$ cat config.mk
export PLATFORM = sky130hd
export DESIGN_NAME = imm_gen_pipe
export DESIGN_NICKNAME = d
export VERILOG_FILES = /design/src/rtl/imm_gen_pipe.sv
export SDC_FILE = /design/constraint.sdc
export NUM_CORES = 1
export LEC_CHECK = 0
export CAP_MARGIN = 20
export CELL_PAD_IN_SITES_DETAIL_PLACEMENT = 1
export CELL_PAD_IN_SITES_GLOBAL_PLACEMENT = 1
export CORE_MARGIN = 2
export CORE_UTILIZATION = 38
export CTS_CLUSTER_SIZE = 30
export DETAILED_ROUTE_END_ITERATION = 12
export PLACE_DENSITY = 0.79
export SYNTH_ARGS = -nofsm -noshare
export SYNTH_HDL_FRONTEND = slang
export SYNTH_SLANG_ARGS = --single-unit
$ cat constraint.sdc
create_clock -name clk -period 2.4 [get_ports clk]
set_input_delay 0.24 -clock clk [delete_from_list [all_inputs] [get_ports clk]]
set_output_delay 0.24 -clock clk [all_outputs]
set_load 0.01 [all_outputs]
$ cat src/rtl/imm_gen_pipe.sv
// Decode-stage immediate generator: combinational decode of every base-ISA
// immediate format, captured into a 2-entry output FIFO with a saturating illegal counter.
module imm_gen_pipe #(
  parameter int unsigned XLEN  = 32,
  parameter int unsigned TAG_W = 5,
  parameter int unsigned CNT_W = 16
) (
  input  logic             clk,
  input  logic             reset,
  input  logic             in_valid,
  output logic             in_ready,
  input  logic [31:0]      in_inst,
  input  logic [TAG_W-1:0] in_tag,
  output logic             out_valid,
  input  logic             out_ready,
  output logic [XLEN-1:0]  out_imm,
  output logic [2:0]       out_fmt,
  output logic             out_illegal,
  output logic [TAG_W-1:0] out_tag,
  output logic [CNT_W-1:0] illegal_count
);

  localparam logic [2:0] FMT_NONE  = 3'd0;
  localparam logic [2:0] FMT_I     = 3'd1;
  localparam logic [2:0] FMT_SHAMT = 3'd2;
  localparam logic [2:0] FMT_S     = 3'd3;
  localparam logic [2:0] FMT_B     = 3'd4;
  localparam logic [2:0] FMT_U     = 3'd5;
  localparam logic [2:0] FMT_J     = 3'd6;

  logic [XLEN-1:0] dec_imm;
  logic [2:0]      dec_fmt;
  logic            dec_ill;

  logic [XLEN-1:0]  imm_i, imm_s, imm_b, imm_u, imm_j, imm_sh5, imm_sh6;
  logic [2:0]       funct3;
  logic             is_shift;

  always_comb begin
    imm_i    = {{(XLEN-11){in_inst[31]}}, in_inst[30:20]};
    imm_s    = {{(XLEN-11){in_inst[31]}}, in_inst[30:25], in_inst[11:7]};
    imm_b    = {{(XLEN-12){in_inst[31]}}, in_inst[7], in_inst[30:25], in_inst[11:8], 1'b0};
    imm_u    = {{(XLEN-31){in_inst[31]}}, in_inst[30:12], 12'b0};
    imm_j    = {{(XLEN-20){in_inst[31]}}, in_inst[19:12], in_inst[20], in_inst[30:21], 1'b0};
    imm_sh5  = {{(XLEN-5){1'b0}}, in_inst[24:20]};
    imm_sh6  = {{(XLEN-6){1'b0}}, in_inst[25:20]};
    funct3   = in_inst[14:12];
    is_shift = (funct3 == 3'b001) || (funct3 == 3'b101);

    dec_imm = '0;
    dec_fmt = FMT_NONE;
    dec_ill = 1'b0;
    case (in_inst[6:0])
      7'b0000011, 7'b1100111: begin
        dec_imm = imm_i;
        dec_fmt = FMT_I;
      end
      7'b0010011: begin
        if (is_shift) begin
          dec_imm = (XLEN == 64) ? imm_sh6 : imm_sh5;
          dec_fmt = FMT_SHAMT;
        end else begin
          dec_imm = imm_i;
          dec_fmt = FMT_I;
        end
      end
      7'b0011011: begin
        if (XLEN == 64) begin
          dec_imm = is_shift ? imm_sh5 : imm_i;
          dec_fmt = is_shift ? FMT_SHAMT : FMT_I;
        end else begin
          dec_ill = 1'b1;
        end
      end
      7'b0100011: begin
        dec_imm = imm_s;
        dec_fmt = FMT_S;
      end
      7'b1100011: begin
        dec_imm = imm_b;
        dec_fmt = FMT_B;
      end
      7'b0110111, 7'b0010111: begin
        dec_imm = imm_u;
        dec_fmt = FMT_U;
      end
      7'b1101111: begin
        dec_imm = imm_j;
        dec_fmt = FMT_J;
      end
      7'b0110011, 7'b0001111, 7'b1110011: ;
      7'b0111011: dec_ill = (XLEN != 64);
      default:    dec_ill = 1'b1;
    endcase
  end

  // Entry 0 is always the head; a pop shifts entry 1 down before any push lands.
  logic [XLEN-1:0]  imm_q [2];
  logic [XLEN-1:0]  imm_d [2];
  logic [2:0]       fmt_q [2];
  logic [2:0]       fmt_d [2];
  logic             ill_q [2];
  logic             ill_d [2];
  logic [TAG_W-1:0] tag_q [2];
  logic [TAG_W-1:0] tag_d [2];
  logic [1:0]       count_q, count_d;
  logic [CNT_W-1:0] ill_cnt_q, ill_cnt_d;
  logic             push, pop, wr_idx;

  always_comb begin
    in_ready  = !reset && (count_q < 2'd2);
    out_valid = (count_q != 2'd0);
    push      = in_valid && in_ready;
    pop       = out_valid && out_ready;

    imm_d     = imm_q;
    fmt_d     = fmt_q;
    ill_d     = ill_q;
    tag_d     = tag_q;
    count_d   = count_q;
    ill_cnt_d = ill_cnt_q;

    if (pop) begin
      imm_d[0] = imm_q[1];
      fmt_d[0] = fmt_q[1];
      ill_d[0] = ill_q[1];
      tag_d[0] = tag_q[1];
    end
    wr_idx = (count_q == 2'd1) && !pop;
    if (push) begin
      imm_d[wr_idx] = dec_imm;
      fmt_d[wr_idx] = dec_fmt;
      ill_d[wr_idx] = dec_ill;
      tag_d[wr_idx] = in_tag;
      if (dec_ill && (ill_cnt_q != '1)) ill_cnt_d = ill_cnt_q + 1'b1;
    end
    case ({push, pop})
      2'b10:   count_d = count_q + 2'd1;
      2'b01:   count_d = count_q - 2'd1;
      default: count_d = count_q;
    endcase
  end

  always_ff @(posedge clk) begin
    if (reset) begin
      for (int unsigned i = 0; i < 2; i++) begin
        imm_q[i] <= '0;
        fmt_q[i] <= '0;
        ill_q[i] <= 1'b0;
        tag_q[i] <= '0;
      end
      count_q   <= '0;
      ill_cnt_q <= '0;
    end else begin
      imm_q     <= imm_d;
      fmt_q     <= fmt_d;
      ill_q     <= ill_d;
      tag_q     <= tag_d;
      count_q   <= count_d;
      ill_cnt_q <= ill_cnt_d;
    end
  end

  assign out_imm       = imm_q[0];
  assign out_fmt       = fmt_q[0];
  assign out_illegal   = ill_q[0];
  assign out_tag       = tag_q[0];
  assign illegal_count = ill_cnt_q;

endmodule

# Word-level counts from Yosys, hierarchy flattened
# Cells that the tools add are included.
# Widths: inputs -> output; s select.
# word_totals
register_bits	100
output_inout_bits	59
elab_cells	75
# op_classes
n_addsub	3
order_cmp	3
eq_ne	17
n_mux	26
bitwise_logic	1
reduce_logical	15
# op_table
op	count
$pmux 32 s6	1
$mux 32	3
$bwmux 64	1
$mux 64	1
$demux 32 s1	1
$eq 7x7->1 const B	4
$eq 7x6->1 const B	3
$pmux 3 s6	1
$add 16x1->16 const B	1
$ne 16x16->1 const B	1
$eq 7x5->1 const B	2
$reduce_or 11->1	1
$bwmux 10	1
$mux 10	1
$mux 5	2
$eq 7x2->1 const B	1
$eq 7x4->1 const B	1
$bwmux 6	1
$logic_and 1x1->1	6
$mux 3	2
$mux 6	1
$demux 5 s1	1
$eq 2x1->1 const B	2
$mux 2	2
other kinds (19)	24

# Depth between registers and ports, before layout
# depth
ltp_word	11
ltp_mapped	10
ltp_nobuf	8

# Least setup slack after synthesis
# No wires, ideal clock.
# synth_timing
kind	reg-to-reg
startpoint	register count_q[1]
endpoint	register ill_cnt_q[5] (netlist: illegal_count[5])
setup_ps	121
arrival_ps	1733
t_required_ps	2279
setup_slack_ps	547
stages_incl_launch_ff	8
n_path_buf	1
period_less_slack_ps	1853
path_cell_list	dfxtp_1 nor2_2 and2_1 inv_1 a221o_2 buf_6 nor4_1 mux2_2
# synth_via
elab_chain_cells	4
# synth_lines
item	line	source
from (decl)	106	logic [1:0] count_q, count_d;
from (signal assigned)	159	count_q <= count_d;
$lt 2x2->1	111	in_ready = !reset && (count_q < 2'd2);
$logic_and 1x1->1	111	
named net in_ready	11	output logic in_ready,
$logic_and 1x1->1	113	push = in_valid && in_ready;
$reduce_and 2->1 (no source line)	n/a	
to (signal assigned)	160	ill_cnt_q <= ill_cnt_d;
to (decl)	107	logic [CNT_W-1:0] ill_cnt_q, ill_cnt_d;
# The timed path passes the listed nets, and every way through them passes these cells.
# A chain may end at the register's enable or synchronous reset.

# Worst setup path in the final report
# layout_timing
startpoint	register count_q[1]
endpoint	register imm_q, in the netlist out_imm[18]
# layout_via
elab_chain_cells	11
elab_cells_between_ends	17
# layout_lines
item	line	source
$reduce_bool 2->1	112	out_valid = (count_q != 2'd0);
$logic_and 1x1->1	114	pop = out_valid && out_ready;
$logic_not 1->1	129	wr_idx = (count_q == 2'd1) && !pop;
$logic_and 1x1->1	129	
$not 1->2 (not written as such)	131	imm_d[wr_idx] = dec_imm;
$ge 2x2->1 (not written as such) / $lt 2x1->1 (equally long branches)	131	
$logic_and 1x1->1 (not written as such)	131	
$mux 32 (not written as such)	131	
$demux 32 s1	131	
$bwmux 64	131	
$mux 64 *	130	if (push) begin
to (signal assigned)	155	imm_q <= imm_d;
to (decl)	98	logic [XLEN-1:0] imm_q [2];
# Every way passes the cells marked *; elsewhere a longest branch is shown, timed or not.

==> impl_metrics.csv <==
group,metric,value,unit
outcome,status,"complete, no violations",
floorplanning,coreArea,0.0126,mm²
setup_path,cp_data_required_time,2.58,ns
setup_path,r2r_start,"count_q[1]$_SDFFE_PP0P_",
timing,relSlewSlack,31.8,%
placement,pre_cts_ws,-0.0895,ns
yosys,synth_edf_count,0,
cells_and_area,nNetsFinal,697,
timing,final.setup.worst_slack,0.184,ns
hold_path,hold_class,"reg2reg",
route,drt_iter0_drc,309,
floorplanning,io_pins,100,
clocking,postCtsSetupRepairBufs,0,
floorplanning,die_area,0.0137,mm²
clocking,cts-root-buf,"clkbuf_16",
yosys,synth_top_area_share,41.1,%
placement,port-buffer-count,99,
clocking,max-clock-path-buffers,2,
power,power,4690,µW
clocking,insertion_delay,0.34,ns
global_routing,grt_pass1_vias,4708,
floorplanning,die_h,117,µm
timing,rsz0062_at_grt,"no",
cells_and_area,fin_util,48.6,%
global_routing,grt_max_degree,79,
timing,worstMarginPinSlew,1.02,ns
setup_path,rr_worst_depth,8,
floorplanning,rows,41,
clocking,cts_made_buffers,9,
route,wl,14.5,mm
placement,placed_area,0.00582,mm²
floorplanning,start_util,38.7,%
setup_path,end_kind,"flip-flop",
setup_path,crit_type,"reg2reg",
yosys,yosysSeqAreaShare,41.1,%
global_routing,grt_usage,22.0,%
yosys,synth_nets,638,
route,wire_per_inst,17.6,µm
yosys,synthArstFlopShare,0,%
route,via_per_inst,5.54,
clocking,cts_tree,"built",
clocking,h-tree-depth,3,
timing,finalHoldViolations,0,
clocking,cts_sinks,100,
cells_and_area,fin_cells,827,
placement,hpwl,10.1,mm
power,p_leak,0.00225,µW
cells_and_area,drive_above_1_share,9.16,%
cells_and_area,num_antenna_cells,0,
timing,finalCritPeriodShare,92.4,%
cells_and_area,mostFrequentLayoutCells,"105 x nand2_1, 100 x dfxtp_1, 98 x clkdlybuf4s50_1, 63 x a21oi_1",
floorplanning,die-width,117,µm
yosys,avgSynthCellArea,8.21,µm²
timing,timing.final.crit_period,2.22,ns
timing,max_freq,0.451,GHz
global_routing,grt_pass1_wl,23.5,mm
route,dr.pass1.iters,4,
global_routing,antenna_found_initial,0,
yosys,synth_area_leader_cell,"dfxtp_1",
timing,clock_skew,0.00489,ns
clocking,ctsHoldBuffers,0,
yosys,syn_area,0.00487,mm²
setup_path,start_kind,"flip-flop",
route,num_vias,4584,
setup_path,crit-reg2reg-capture,"out_imm[18]$_SDFF_PP0_",
timing,maxSlewViolCount,0,
placement,place_inst,813,
yosys,ys_seq_elements,100,
clocking,cts_resized,0,
yosys,synth_cell_types,49,
power,power_per_cell_area,767,mW/mm²
global_routing,grt_overflow,0,
cells_and_area,design_area,0.00611,mm²
yosys,syn-instance-count,593,
setup_path,crit_arrival,2.39,ns
timing,setup-violations-final,0,
yosys,synthTopCellsByArea,"dfxtp_1 41%, nand2_1 8.1%, a21oi_1 6.5%, buf_4 6.2%, mux2i_1 4.1%",
clocking,clk_pin_slew,0.07,ns
hold_path,hold_depth,2,
route,drc,0,
setup_path,ff2ff_setup_slack,0.18,ns
cells_and_area,mostFrequentLayoutCell,"nand2_1",
yosys,ys_warn_count,0,
yosys,synth_flop_cell,"dfxtp_1",
setup_path,worst-path-max-fanout,31,
cells_and_area,areaGrowthSynthToFinish,25.5,%
run,maxCapViolations,0,
route,ant_nets,0,
placement,globalplace.congestion,0.868,
power,peakVddDrop,477,µV
setup_path,crit_path_start,"count_q[1]$_SDFFE_PP0P_",
-- worst max-delay path by stage --
stage,endpoint,slack (ns),cells past startpoint
2_1_floorplan,illegal_count[5]$_SDFFE_PP0P_,0.55,7
3_3_place_gp,out_imm[30]$_SDFF_PP0_,0.02,7
3_5_place_dp,out_imm[29]$_SDFF_PP0_,-0.09,7
4_1_cts,out_imm[16]$_SDFF_PP0_,0.16,8
5_1_grt,out_imm[18]$_SDFF_PP0_,0.008,8
6_report,out_imm[18]$_SDFF_PP0_,0.18,8
-- per-stage QoR --
step / hold slack [ns] / TNS, ns
floorplan: 0.376 / 0
global placement: 0.443 / 0
detailed placement: 0.451 / -1.02
CTS: 0.459 / 0
global route: 0.472 / 0
finish: 0.458 / 0
-- report_power, final --
group | switching [µW] | internal [µW] | leakage, µW
sequential | 107 | 1840 | 0.000812
combinational | 706 | 579 | 0.00129
clock | 607 | 853 | 0.000145
total | 1420 | 3270 | 0.00225
-- metal layers --
metal / vias up / wire length [µm] / global-route usage (%)
met1: 2263 / 6490 / 28.3
met4: 0 / 172 / 6.27
li1: 2202 / - / -
met2: 103 / 7240 / 37.5
met3: 16 / 619 / 4.43
met5: - / 0 / 0
-- area by class of cell --
cell class                      count  area (µm²)
Fill cell                        1503        6460
Multi-Input combinational cell    404        2360
Sequential cell                   100        2000
Timing Repair Buffer              129        1210
Clock buffer                       12         256
Tap cell                          172         215
Clock inverter                      2        35.0
Inverter                            8        30.0
-- cell usage after synthesis (3+ instances only) --
master and n:
buf_4 40, nor4_1 4, nand4_1 7, or3_1 3
a211oi_1 12, and2_1 3, mux2_2 4, nand2_1 105
buf_2 12, o31ai_1 7, inv_1 8, o21ai_0 30
a311oi_1 8, o311ai_0 3, dfxtp_1 100, nor2_1 31
mux2i_1 20, a22oi_1 5, nand2b_1 4, nand3_1 22
nor2b_1 5, clkbuf_1 25, and3_1 8, a21oi_1 63
or4_1 7, ha_1 4, a221oi_1 19
-- critical path: stages, from the launching register on --
cell      delay [ns]
dfxtp_1         0.37
inv_1           0.09
ha_1            0.19
nand2b_2        0.18
nand2_1         0.12
nand2_1         0.10
buf_4           0.26
nor2_1          0.55
a221oi_1        0.16
-- logic make-up (layout without fill, tap and decap cells) --
| group | count (synthesis) | in the layout | share of synthesized area, % |
|---|---|---|---|
| AO/OA/AOI/OAI | 159 | 159 | 21.1 |
| multiplexers | 24 | 24 | 5.04 |
| adder cells (fa/ha/maj) | 4 | 4 | 1.03 |
| buffers and inverters | 89 | 151 | 10.6 |
| XOR/XNOR | 2 | 2 | 0.360 |
| flip-flops | 100 | 100 | 41.1 |
| AND/OR/NAND/NOR | 215 | 215 | 20.8 |
No activity file was read; power rests on OpenSTA's default activity.
